===== config.mk =====
export PLATFORM = sky130hd
export DESIGN_NAME = pe_result_serializer_flat
export DESIGN_NICKNAME = d
export VERILOG_FILES = /design/src/rtl/pe_result_serializer_if.sv /design/src/rtl/pe_result_serializer.sv /design/src/flat_wrapper.sv
export SDC_FILE = /design/constraint.sdc
export NUM_CORES = 1
export LEC_CHECK = 0
export CAP_MARGIN = 20
export CORE_MARGIN = 2
export CORE_UTILIZATION = 57
export CTS_BUF_LIST = sky130_fd_sc_hd__clkbuf_4 sky130_fd_sc_hd__clkbuf_8 sky130_fd_sc_hd__clkbuf_16
export CTS_CLUSTER_SIZE = 20
export DETAILED_ROUTE_END_ITERATION = 8
export GPL_ROUTABILITY_DRIVEN = 0
export PLACE_DENSITY = 0.8
export SETUP_SLACK_MARGIN = 0.02
export SLEW_MARGIN = 20
export SYNTH_ARGS = -nofsm -noshare
export SYNTH_HDL_FRONTEND = slang
export SYNTH_SLANG_ARGS = --single-unit

===== constraint.sdc =====
create_clock -name dout_clk -period 3 [get_ports dout_clk]
set_input_delay 0.3 -clock dout_clk [delete_from_list [all_inputs] [get_ports dout_clk]]
set_output_delay 0.3 -clock dout_clk [all_outputs]
set_load 0.01 [all_outputs]

===== src/rtl/pe_result_serializer_if.sv =====
// Row-in / byte-out handshake bundle for pe_result_serializer.
// slave = serializer side, master = PE array / output buffer side.
interface pe_result_serializer_if #(
    parameter int ROW_BYTES = 32
);
    logic [ROW_BYTES*8-1:0] i_row_data;
    logic                   i_row_vld;
    logic                   o_row_rdy;
    logic [7:0]             o_data;
    logic                   o_data_vld;
    logic                   i_data_rdy;
    logic                   o_frame_last;
    logic                   o_busy;

    modport slave (
        input  i_row_data,
        input  i_row_vld,
        input  i_data_rdy,
        output o_row_rdy,
        output o_data,
        output o_data_vld,
        output o_frame_last,
        output o_busy
    );

    modport master (
        output i_row_data,
        output i_row_vld,
        output i_data_rdy,
        input  o_row_rdy,
        input  o_data,
        input  o_data_vld,
        input  o_frame_last,
        input  o_busy
    );
endinterface


===== src/rtl/pe_result_serializer.sv =====
// Serializes PE result rows MSB-byte-first onto an 8-bit stream through a shift + pending
// double buffer, tracking row/column within a frame. Optional macro: PE_OUT_RELU_EN.
module pe_result_serializer #(
    parameter int ROW_BYTES = 32,
    parameter int ROWS      = 32
) (
    input  logic                 dout_clk,
    input  logic                 rst_n,
    input  logic                 en,
    pe_result_serializer_if.slave bus
);
    localparam int ROW_W     = ROW_BYTES * 8;
    localparam int COL_W     = (ROW_BYTES > 1) ? $clog2(ROW_BYTES) : 1;
    localparam int ROW_CNT_W = (ROWS > 1) ? $clog2(ROWS) : 1;
    localparam logic [COL_W-1:0]     LAST_COL = COL_W'(ROW_BYTES - 1);
    localparam logic [ROW_CNT_W-1:0] LAST_ROW = ROW_CNT_W'(ROWS - 1);

    typedef enum logic {IDLE, SEND} state_t;

    state_t                 state_q, state_d;
    logic [ROW_W-1:0]       srData_q, srData_d;
    logic [ROW_W-1:0]       prData_q, prData_d;
    logic                   prVld_q, prVld_d;
    logic [COL_W-1:0]       col_q, col_d;
    logic [ROW_CNT_W-1:0]   row_q, row_d;
    logic [7:0]             data_q, data_d;
    logic                   dataVld_q, dataVld_d;
    logic                   frameLast_q, frameLast_d;
    logic                   busy_q, busy_d;
    logic                   rdyArm_q;
    logic                   rowAcc, byteXfer, lastXfer;

    function automatic logic [ROW_W-1:0] loadFilter(input logic [ROW_W-1:0] rowIn);
        logic [ROW_W-1:0] res;
        res = rowIn;
`ifdef PE_OUT_RELU_EN
        for (int k = 0; k < ROW_BYTES; k++) begin
            if (rowIn[8*k+7]) begin
                res[8*k +: 8] = 8'h00;
            end
        end
`endif
        return res;
    endfunction

    // rdyArm_q keeps the row port closed until the first edge after reset release.
    assign bus.o_row_rdy = en && rdyArm_q && !prVld_q;
    assign rowAcc        = bus.i_row_vld && bus.o_row_rdy;
    assign byteXfer      = en && (state_q == SEND) && bus.i_data_rdy;
    assign lastXfer      = byteXfer && (col_q == LAST_COL);

    always_comb begin
        state_d  = state_q;
        srData_d = srData_q;
        prData_d = prData_q;
        prVld_d  = prVld_q;
        col_d    = col_q;
        row_d    = row_q;

        if (en) begin
            if (byteXfer) begin
                srData_d = srData_q << 8;
                if (col_q == LAST_COL) begin
                    col_d = '0;
                    row_d = (row_q == LAST_ROW) ? '0 : row_q + ROW_CNT_W'(1);
                end else begin
                    col_d = col_q + COL_W'(1);
                end
            end

            // SR is free this cycle: refill from PR first, else take the incoming row directly.
            if ((state_q == IDLE) || lastXfer) begin
                if (prVld_q) begin
                    srData_d = loadFilter(prData_q);
                    prVld_d  = 1'b0;
                    state_d  = SEND;
                end else if (rowAcc) begin
                    srData_d = loadFilter(bus.i_row_data);
                    state_d  = SEND;
                end else begin
                    state_d  = IDLE;
                end
            end else if (rowAcc) begin
                prData_d = bus.i_row_data;
                prVld_d  = 1'b1;
            end
        end

        data_d      = (state_d == SEND) ? srData_d[ROW_W-1 -: 8] : 8'h00;
        dataVld_d   = (state_d == SEND);
        frameLast_d = (state_d == SEND) && (row_d == LAST_ROW) && (col_d == LAST_COL);
        busy_d      = (state_d == SEND) || prVld_d;
    end

    always_ff @(posedge dout_clk or negedge rst_n) begin
        if (!rst_n) begin
            state_q     <= IDLE;
            srData_q    <= '0;
            prData_q    <= '0;
            prVld_q     <= 1'b0;
            col_q       <= '0;
            row_q       <= '0;
            data_q      <= 8'h00;
            dataVld_q   <= 1'b0;
            frameLast_q <= 1'b0;
            busy_q      <= 1'b0;
            rdyArm_q    <= 1'b0;
        end else begin
            state_q     <= state_d;
            srData_q    <= srData_d;
            prData_q    <= prData_d;
            prVld_q     <= prVld_d;
            col_q       <= col_d;
            row_q       <= row_d;
            data_q      <= data_d;
            dataVld_q   <= dataVld_d;
            frameLast_q <= frameLast_d;
            busy_q      <= busy_d;
            rdyArm_q    <= 1'b1;
        end
    end

    // Valid flags are masked by en so a disabled block never advertises a byte.
    assign bus.o_data       = data_q;
    assign bus.o_data_vld   = dataVld_q && en;
    assign bus.o_frame_last = frameLast_q && en;
    assign bus.o_busy       = busy_q;
endmodule


===== src/flat_wrapper.sv =====
// flat-port wrapper written by rule: the top's interface ports become plain ports
module pe_result_serializer_flat 
#(
    parameter int ROW_BYTES = 32,
    parameter int ROWS      = 32
)
  (dout_clk, rst_n, en, bus_i_row_data, bus_i_row_vld, bus_i_data_rdy, bus_o_row_rdy, bus_o_data, bus_o_data_vld, bus_o_frame_last, bus_o_busy);
  pe_result_serializer_if #(.ROW_BYTES(ROW_BYTES)) bus_i ();
  input  logic dout_clk;
  input  logic rst_n;
  input  logic en;
  input wire logic [$bits(bus_i.i_row_data)-1:0] bus_i_row_data;
  input wire logic [$bits(bus_i.i_row_vld)-1:0] bus_i_row_vld;
  input wire logic [$bits(bus_i.i_data_rdy)-1:0] bus_i_data_rdy;
  output wire logic [$bits(bus_i.o_row_rdy)-1:0] bus_o_row_rdy;
  output wire logic [$bits(bus_i.o_data)-1:0] bus_o_data;
  output wire logic [$bits(bus_i.o_data_vld)-1:0] bus_o_data_vld;
  output wire logic [$bits(bus_i.o_frame_last)-1:0] bus_o_frame_last;
  output wire logic [$bits(bus_i.o_busy)-1:0] bus_o_busy;
  assign bus_i.i_row_data = bus_i_row_data;
  assign bus_i.i_row_vld = bus_i_row_vld;
  assign bus_i.i_data_rdy = bus_i_data_rdy;
  assign bus_o_row_rdy = bus_i.o_row_rdy;
  assign bus_o_data = bus_i.o_data;
  assign bus_o_data_vld = bus_i.o_data_vld;
  assign bus_o_frame_last = bus_i.o_frame_last;
  assign bus_o_busy = bus_i.o_busy;
  pe_result_serializer #(.ROW_BYTES(ROW_BYTES), .ROWS(ROWS)) u_core (.dout_clk(dout_clk), .rst_n(rst_n), .en(en), .bus(bus_i));
endmodule

==> results of run 1 <==
[worst max-delay path: stages (launching register included)]
cell and delay [ns]:
dfrtp_1 0.61, inv_8 0.43, and3_1 0.23, clkdlybuf4s50_1 0.64
[what timing repair did]
item	in CTS	in global routing
hold endpoints to repair	88	0
resized for setup	0	0
hold buffers	1	0
[state kept, by name (all words and copies together), names as in the netlist]
name / count
u_core.bus.o_busy: 1
u_core.bus.o_data: 8
u_core.col_q: 5
u_core.frameLast_q: 1
u_core.prData_q: 256
u_core.prVld_q: 1
u_core.rdyArm_q: 1
u_core.row_q: 5
u_core.srData_q: 256
u_core.state_q: 1
[per-layer routing]
layer | part of all wire [%] | wire length, um
met1 | 41 | 30000
met2 | 48 | 35300
met3 | 7.9 | 5810
met4 | 3.5 | 2600
met5 | 0 | 0
[kinds of logic after synthesis]
kind of cell	Yosys count	synth area share, %
other	1	0.0143
adder cells (fa/ha/maj)	4	0.191
AO/OA/AOI/OAI	788	22.9
flip-flops	535	51.1
buffers and inverters	238	4.71
XOR/XNOR	1	0.0334
multiplexers	259	14.4
AND/OR/NAND/NOR	431	6.58
[final cells by class]
cell class | count | area share, %
sequential | 535 | 42.8
multi-input combinational | 1484 | 37.1
timing repair buffer | 325 | 11.3
clock buffer | 81 | 5.43
tap | 600 | 2.40
clock inverter | 22 | 0.843
inverter | 6 | 0.112
antenna | 8 | 0.0639
[report_power, final]
part	leakage [nW]	switching (mW)	total, mW	internal (mW)
Combinational	6.98	3.54	8.46	4.91
Clock	1.00	2.93	7.37	4.44
Sequential	6.42	2.27	12.7	10.4
[how the worst max path moves through the flow]
| stage | to | slack, ns | cells after the start |
|---|---|---|---|
| global placement | u_core.srData_q[0]$_DFFE_PN0P_ | 0.47 | 7 |
| CTS | bus_o_row_rdy | 0.19 | 3 |
| global route | bus_o_row_rdy | 0.13 | 3 |
| finish | bus_o_row_rdy | 0.18 | 3 |
| floorplan | u_core.prData_q[100]$_DFFE_PN0P_ | 0.90 | 9 |
| detailed placement | u_core.srData_q[0]$_DFFE_PN0P_ | 0.33 | 7 |
[cells in the mapped netlist, types with 2 or more instances]
cell type  number
inv_2           2
buf_4          10
buf_1           8
dfrtp_1       535
o21ai_0         9
nor3_1          2
nand2_1       387
a21o_1        177
mux2_4        229
and2_1          4
clkbuf_1      102
o211ai_1        3
o22ai_1       134
a32o_1          6
mux2_2         29
nand4b_1        2
inv_1           4
nand2b_1        7
nor2_1          8
o211a_1         2
and4b_1         2
ha_1            4
nand4_1         4
nand3_1         6
o221ai_1      178
o22a_1          3
buf_2          86
and3_1          6
a31o_2          3
a31oi_1         6
a32oi_1       174
a21oi_1        78
buf_6          26
o311ai_0        4
[through the flow]
stage / cells / worst slack (ns) / hold WS, ns / cell area (um^2)
after floorplan: 2257 / 0.899 / 0.00441 / 26200
final: 3061 / 0.177 / 0.275 / 31300
after global routing: 3060 / 0.131 / 0.296 / 31300
after detailed placement: 2949 / 0.331 / 0.447 / 29300
after CTS: 3053 / 0.187 / 0.232 / 31300
after global placement: 2949 / 0.470 / 0.442 / 29300
==> summary.md, run 1 <==
| Metric | Value |
|---|---|
| Outcome | completed |
| Number of synthesized flops with an enable pin | 0 |
| Tcrit/Tclk final | 94.1% |
| Total CTS buffers | 56 |
| Worst flop-to-flop path endpoint | u_core.srData_q[40]$_DFFE_PN0P_ |
| Clock Sinks | 535 |
| Final Critical Period | 2.82 ns |
| Slew headroom | 37.7% |
| HPWL Detailed | 44400 um |
| Worst Tran Pin Value | 0.934 ns |
| Clk buf depth | 3 |
| Worst-skew pair later-pin latency | 0.60 ns |
| Vias | 20848 |
| R2R depth | 7 |
| Root buf cell | clkbuf_16 |
| Vias per cell | 6.81 |
| Area Overhead vs Synth | 19.5% |
| Nets | 2673 |
| Setup violations, final | 0 |
| Post-Syn Area | 26200 um^2 |
| Setup TNS | 0 ns |
| Syn Area/Cell | 11.6 um^2 |
| CTS tree | done |
| Final hold vios | 0 |
| Maximum vdd drop | 0.525 mV |
| Drt pass-1 iters | 8 |
| Synth Warn # | 0 |
| First-pass GRT wire length | 117000 um |
| Sequential Area | 13400 um^2 |
| Met1 Use GR | 41.8% |
| Multi-input logic area | 11600 um^2 |
| Clk pin slew, worst setup/hold paths | 0.06 ns |
| Startpoint types | flip-flop |
| Routed wire length | 73700 um |
| Async S/R FF share, synth | 100% |
| Mapped Cells | 2257 |
| Area of the die | 47700 um^2 |
| R2R Setup Slk | 0.31 ns |
| Layout cell share with drive strength beyond 1 | 17.5% |
| Register area share after synthesis | 51.1% |
| Port buffer count | 272 |
| R2r startpoint | u_core.col_q[0]$_DFF_PN0_ |
| Die H | 218 um |
| Initial Utilization | 57.7% |
| RSZ-0062 raised after global routing | no |
| Busiest grt layer | met2 |
| Slew Viols, Final | 0 |
| Fill cells | 3185 |
| M2 GR Usage | 48.3% |
| Worst Setup SP | u_core.prVld_q$_DFF_PN0_ |
| GRT overflow | 0 |
| 1st-iter DRT viols | 2232 |
| Pwr dens | 910 nW/um^2 |
| Die W | 218 um |
| Largest net degree at the start of global routing | 140 |
| Setup crit end kind | output pin |
| Crit path max fanout | 58 |
| Hold Crit Depth | 3 |
| # rows | 78 |
| Hold crit path type | input port to flip-flop |
| CP required | 2.70 ns |
| Setup Buffers After CTS | 0 |
| Top-area cell type share of the netlist area | 51.1% |
| Worst Path Class, Setup | flip-flop to output pin |
| Hold Path Origin | en |
| H-tree depth | 2 |
| Max-Cap Viols | 0 |
| Routed Antenna Nets | 0 |
| Synthesized flop and latch total | 535 |
| WL/cell | 24.1 um |
| Yosys cell types | 51 |
| Initial antenna violation count | 7 |
| Commonest non-fill, non-tap cell in the layout | dfrtp_1 |
| Total Routing Usage GR | 30.5% |
| Hold endpoint | u_core.srData_q[5]$_DFFE_PN0P_ |
| Leak | 14.4 nW |
| F_max | 0.354 GHz |
| Worst Clk Skew | 0.0224 ns |
| Post-Syn Nets | 2522 |
| Final core occ | 69.0% |
| DRC | 0 |
| Most frequent cells in the layout | dfrtp_1 (535), nand2_1 (386), clkdlybuf4s50_1 (270), mux2_4 (229), o221ai_1 (178) |
| Vias in the first global route | 21389 |
| CORE AREA | 45400 um^2 |
| Met3 Use GR | 5.12% |
| Top FF cell, synth | dfrtp_1 |
| Top post-synthesis cells by area | dfrtp_1 (51%), mux2_4 (13%), o221ai_1 (6.0%) |
| Arrival @ worst endpoint | 2.52 ns |
| Largest area contributor in the netlist | dfrtp_1 |
| Total power | 28.5 mW |
| Top Ports | 273 |
(Power assumes the default switching activity.)
==> run 2: changes to the inputs <==
Settings changed: CORE_UTILIZATION 57 to 53, PLACE_DENSITY 0.8 to 0.75.
==> run 2 against run 1 <==
Against the previous run:
- clock skew is 0.011 ns lower
- sequential cell count unchanged
- critical path type is now flip-flop to flip-flop
- global-route usage decreased by 2.0 points
- combinational power decreased by 1%
- worst setup slack gained 0.12 ns
- first-iteration DRC count up 10%
==> summary.md, run 2 (synthesis results as in run 1) <==
| Metric | Value |
|---|---|
| # rows | 81 |
| RSZ-0062 raised after global routing | no |
| Clock network power share | 25.4% |
| Maximum vdd drop | 0.465 mV |
| Max-Cap Viols | 0 |
| Clk pin slew, worst setup/hold paths | 0.06 ns |
| Root buf cell | clkbuf_16 |
| Largest net degree at the start of global routing | 142 |
| Final hold vios | 0 |
| Setup TNS | 0 ns |
| Setup crit end kind | flip-flop |
| HPWL Detailed | 44800 um |
| F_max | 0.370 GHz |
| CORE AREA | 48800 um^2 |
| Tcrit/Tclk final | 90.1% |
| Vias | 20428 |
| Vias per cell | 6.53 |
| Layout cell share with drive strength beyond 1 | 17.7% |
| WL/cell | 23.4 um |
| Area of the die | 51200 um^2 |
| Setup violations, final | 0 |
| Die H | 226 um |
| Initial antenna violation count | 4 |
| Clock Sinks | 535 |
| H-tree depth | 2 |
| Worst Clk Skew | 0.0117 ns |
| Routed Antenna Nets | 0 |
| Internal power | 19.5 mW |
| Port buffer count | 272 |
| Drt pass-1 iters | 6 |
| Clk buf depth | 3 |
| Startpoint types | flip-flop |
| Worst Path Class, Setup | flip-flop to flip-flop |
| Comb power frac | 29.7% |
| Commonest non-fill, non-tap cell in the layout | dfrtp_1 |
| Leak | 14.4 nW |
| Arrival @ worst endpoint | 3.20 ns |
| Crit path max fanout | 105 |
| CTS tree | done |
| Sw frac | 30.6% |
| Worst Tran Pin Value | 0.734 ns |
| Final Critical Period | 2.70 ns |
| Slew headroom | 51.1% |
| Sequential Power Share | 44.8% |
| Routed wire length | 73300 um |
| GRT overflow | 0 |
| DRC | 0 |
| R2R Setup Slk | 0.30 ns |
| Total CTS buffers | 57 |
| Nets | 2682 |
| Top Ports | 273 |
| Die W | 226 um |
| Outcome | completed |
| Fill cells | 3739 |
| Initial Utilization | 53.6% |
| CP required | 3.50 ns |
| Slew Viols, Final | 0 |
| Switch Pwr | 8.62 mW |
| Total Routing Usage GR | 28.5% |
| Area Overhead vs Synth | 19.8% |
| Hold crit path type | input port to flip-flop |
| Worst-skew pair later-pin latency | 0.61 ns |
| Final core occ | 64.2% |
| Pwr dens | 897 nW/um^2 |
| First-pass GRT wire length | 116000 um |
| Vias in the first global route | 20696 |
| 1st-iter DRT viols | 2457 |
| Most frequent cells in the layout | dfrtp_1 (535), nand2_1 (386), clkdlybuf4s50_1 (270), mux2_4 (229), o221ai_1 (178) |
-- run 2: final cells by class --
class	count	area [um^2]	share of cell area, %
Tap cell	664	831	2.65
Antenna cell	4	10.0	0.0319
Clock inverter	14	159	0.507
Multi-Input combinational cell	1484	11600	37.0
Timing Repair Buffer	333	3590	11.4
Clock buffer	86	1740	5.54
Inverter	6	35.0	0.112
Sequential cell	535	13400	42.7
-- run 2: path summary, 6_finish.rpt --
check | endpoint | start | cells after the start
min in group asynchronous | u_core.prData_q[167]$_DFFE_PN0P_ | rst_n | 2
max in group asynchronous | u_core.prData_q[2]$_DFFE_PN0P_ | rst_n | 3
max | u_core.srData_q[125]$_DFFE_PN0P_ | u_core.col_q[0]$_DFF_PN0_ | 8
max reg2reg | u_core.srData_q[125]$_DFFE_PN0P_ | u_core.col_q[0]$_DFF_PN0_ | 8
min reg2reg | u_core.srData_q[252]$_DFF_PN0_ | u_core.srData_q[252]$_DFF_PN0_ | 2
min | u_core.srData_q[250]$_DFF_PN0_ | en | 3
-- run 2: power groups by stage --
stage | Sequential, mW | Combinational [mW] | Clock (mW)
5_1_grt | 13.0 | 9.13 | 7.57
2_1_floorplan | 11.9 | 6.40 | 0
4_1_cts | 12.5 | 8.37 | 7.26
3_5_place_dp | 12.6 | 8.31 | 0
3_3_place_gp | 12.4 | 8.01 | 0
6_report | 12.6 | 8.37 | 7.16
-- run 2: through the flow --
stage                     area [um^2]  instances  hold slack [ns]  total power, mW  worst slack [ns]
final                           31400       3126           0.0821             28.2             0.298
after global routing            31400       3126           0.0985             29.7             0.182
after CTS                       31400       3122           0.0542             28.2             0.354
after detailed placement        29500       3021            0.366             20.9             0.384
after global placement          29500       3021            0.367             20.4             0.506
after floorplan                 26200       2257          0.00441             18.3             0.899
-- run 2: worst max-delay path: stages, from the launching register on --
cell and delay (ns):
dfrtp_1 0.44, ha_1 0.26, and3_1 0.19, ha_1 0.30, and3_1 0.26, o21ai_4 0.20, buf_12 0.44, a32oi_1 0.21
a21o_1 0.20
-- run 2: timing repair --
item | CTS | global route
endpoints found under the hold margin | 67 | 0
hold buffers | 1 | 0
resized for setup | 0 | 0
buffers inserted | 0 | 0
-- run 2: layer usage --
layer  track usage [%]  vias to the layer above  routed length, um
met5                 0                        -                  0
met4              9.72                        0               1850
met3              5.43                      113               5460
met2              44.0                      883              34500
met1              40.6                    10478              31500
li1                  -                     8954                  -
==> run 3: changes to the inputs <==
Settings changed: CORE_MARGIN 2 to 8, GPL_TIMING_DRIVEN set to 0, SETUP_SLACK_MARGIN 0.02 to not set.
==> run 3 against run 2 <==
Against the previous run:
- worst setup slack better by 0.0070 ns
- non-clock buffer count increased by 174
- clock power grew 3.4%
- sequential power about the same
- critical path type unchanged
- highest routed layer unchanged
==> summary.md, run 3 (synthesis results as in run 1) <==
| Metric | Value |
|---|---|
| Most frequent cells in the layout | dfrtp_1 (535), nand2_1 (387), clkdlybuf4s50_1 (270), mux2_4 (229), o221ai_1 (178) |
| R2R depth | 9 |
| RSZ-0062 raised after global routing | no |
| Clk buf depth | 3 |
| Worst flop-to-flop path endpoint | u_core.srData_q[104]$_DFFE_PN0P_ |
| Area Overhead vs Synth | 21.7% |
| Worst Clk Skew | 0.0191 ns |
| Worst Path Class, Setup | flip-flop to flip-flop |
| Hold Crit Depth | 3 |
| Hold crit path type | input port to flip-flop |
| Port buffer count | 271 |
| Critical path buffer and inverter count | 3 |
| Worst-skew pair later-pin latency | 0.61 ns |
| Pwr dens | 901 nW/um^2 |
| Maximum vdd drop | 0.497 mV |
| Max incr delay on CP | 0.48 ns |
| Final WS setup | 0.305 ns |
| Largest net degree at the start of global routing | 96 |
| 1st-iter DRT viols | 2267 |
| Fill cells | 3725 |
| Die W | 238 um |
| Leak | 14.7 nW |
| Drt pass-1 iters | 6 |
| Routed Antenna Nets | 0 |
| Dpl cells | 3197 |
| Vias per cell | 6.36 |
| F_max | 0.371 GHz |
| CTS tree | done |
| HPWL Detailed | 54300 um |
| Sequential Power Share | 44.1% |
| WHS | 0.227 ns |
| R2r startpoint | u_core.col_q[0]$_DFF_PN0_ |
| Vias in the first global route | 21670 |
| GRT overflow | 0 |
| Setup TNS | 0 ns |
| Hold Path Origin | en |
| H-tree depth | 2 |
| Setup violations, final | 0 |
| Routed wire length | 77900 um |
| DRC | 0 |
| Tcrit/Tclk final | 89.8% |
| Slew Viols, Final | 0 |
| Non-filler instance count after layout | 3305 |
| R2R Setup Slk | 0.31 ns |
| Sw frac | 31.2% |
| Setup crit end kind | flip-flop |
| Crit path max fanout | 10 |
| Total Routing Usage GR | 26.7% |
| Switch Pwr | 8.95 mW |
| Initial Utilization | 53.6% |
| Nets | 2857 |
| Die H | 238 um |
| Top Ports | 273 |
| Commonest non-fill, non-tap cell in the layout | dfrtp_1 |
| Clock Sinks | 535 |
| WL/cell | 23.6 um |
| CORE AREA | 48800 um^2 |
| Clk pin slew, worst setup/hold paths | 0.06 ns |
| Hold endpoint | u_core.bus.o_busy$_DFF_PN0_ |
| Outcome | completed |
| Total CTS buffers | 58 |
| Clock network power share | 25.8% |
| First-pass GRT wire length | 122000 um |
| Comb power frac | 30.1% |
| Arrival @ worst endpoint | 3.15 ns |
| Worst Setup SP | u_core.col_q[0]$_DFF_PN0_ |
| Setup Buffers After CTS | 0 |
| Slowest stage cell, crit path | clkbuf_1 |
| CP required | 3.45 ns |
| Final hold vios | 0 |
| Internal power | 19.8 mW |
| Final Critical Period | 2.69 ns |
| # rows | 81 |
| Area of the die | 56800 um^2 |
| Slew headroom | 23.6% |
| Post-placement setup slack | 0.0737 ns |
| Worst-path cell chain | ha_1, and3_1, ha_1, buf_2, nand2_1, a21oi_1, buf_2, clkbuf_1, a21oi_1 |
| Worst Tran Pin Value | 1.15 ns |
| Initial antenna violation count | 3 |
| Max-Cap Viols | 0 |
| Total power | 28.7 mW |
| Startpoint types | flip-flop |
| Layout cell share with drive strength beyond 1 | 19.0% |
| Vias | 21017 |
| Root buf cell | clkbuf_16 |
| Largest delay share family, worst path | buffers and inverters |
run 3: cell types whose count changed in the layout (fill, tap and decap cells not counted), moves of 5 or more:
cell,before,now
clkbuf_1,0,100
buf_2,0,86
buf_12,32,0
buf_6,1,26
buf_4,28,10
clkinv_2,7,19
buf_1,0,7
clkbuf_8,15,9
buf_16,0,5
run 3: power by group through the flow:
stage	registers [mW]	clock network [mW]	logic [mW]
6_report	12.7	7.40	8.64
5_1_grt	13.0	7.78	9.38
2_1_floorplan	11.9	0	6.40
4_1_cts	12.6	7.49	8.61
3_5_place_dp	12.6	0	8.56
3_3_place_gp	12.5	0	8.24
run 3: worst register-to-register path: stages (launching register included):
cell and delay, ns:
dfrtp_1 0.43, ha_1 0.22, and3_1 0.19, ha_1 0.17, buf_2 0.21, nand2_1 0.15
a21oi_1 0.20, buf_2 0.35, clkbuf_1 0.49, a21oi_1 0.15
run 3: cell type report:
| class | count | area, um^2 | area share (%) |
|---|---|---|---|
| diodes | 3 | 7.51 | 0.0236 |
| plain buffers | 230 | 1200 | 3.78 |
| clock buffers | 79 | 1680 | 5.28 |
| clock inverters | 27 | 292 | 0.915 |
| inverters | 6 | 25.0 | 0.0785 |
| multi-input cells | 1484 | 11600 | 36.3 |
| flip-flops and latches | 535 | 13400 | 42.0 |
| well taps | 664 | 831 | 2.61 |
| repair buffers | 277 | 2870 | 8.99 |
run 3: worst max path at each step:
stage                                        to  cells past startpoint
2_1_floorplan  u_core.prData_q[100]$_DFFE_PN0P_                      9
3_3_place_gp    u_core.prData_q[48]$_DFFE_PN0P_                      1
3_5_place_dp                      bus_o_row_rdy                      5
4_1_cts         u_core.srData_q[99]$_DFFE_PN0P_                      9
5_1_grt        u_core.srData_q[128]$_DFFE_PN0P_                      9
6_report       u_core.srData_q[104]$_DFFE_PN0P_                      9
run 3: what timing repair did:
action / 4_1_cts / 5_1_grt
endpoints found under the hold margin: 92 / 0
setup endpoints to repair: 1 / 0
hold buffers: 1 / 0
gates resized for setup: 1 / 0
run 3: metal layers:
layer	up-vias	track usage, %	wire length [um]
met4	0	10.4	2710
met1	10691	36.2	33500
li1	9322	-	-
met5	-	0	0
met2	839	42.1	36300
met3	165	5.13	5450
run 3: per-stage QoR:
step / utilization (%) / instance area (um^2)
final: 65.2 / 31900
after global routing: 65.2 / 31900
after CTS: 65.2 / 31900
after detailed placement: 61.2 / 29900
after global placement: 60.9 / 29700
after floorplan: - / 26200
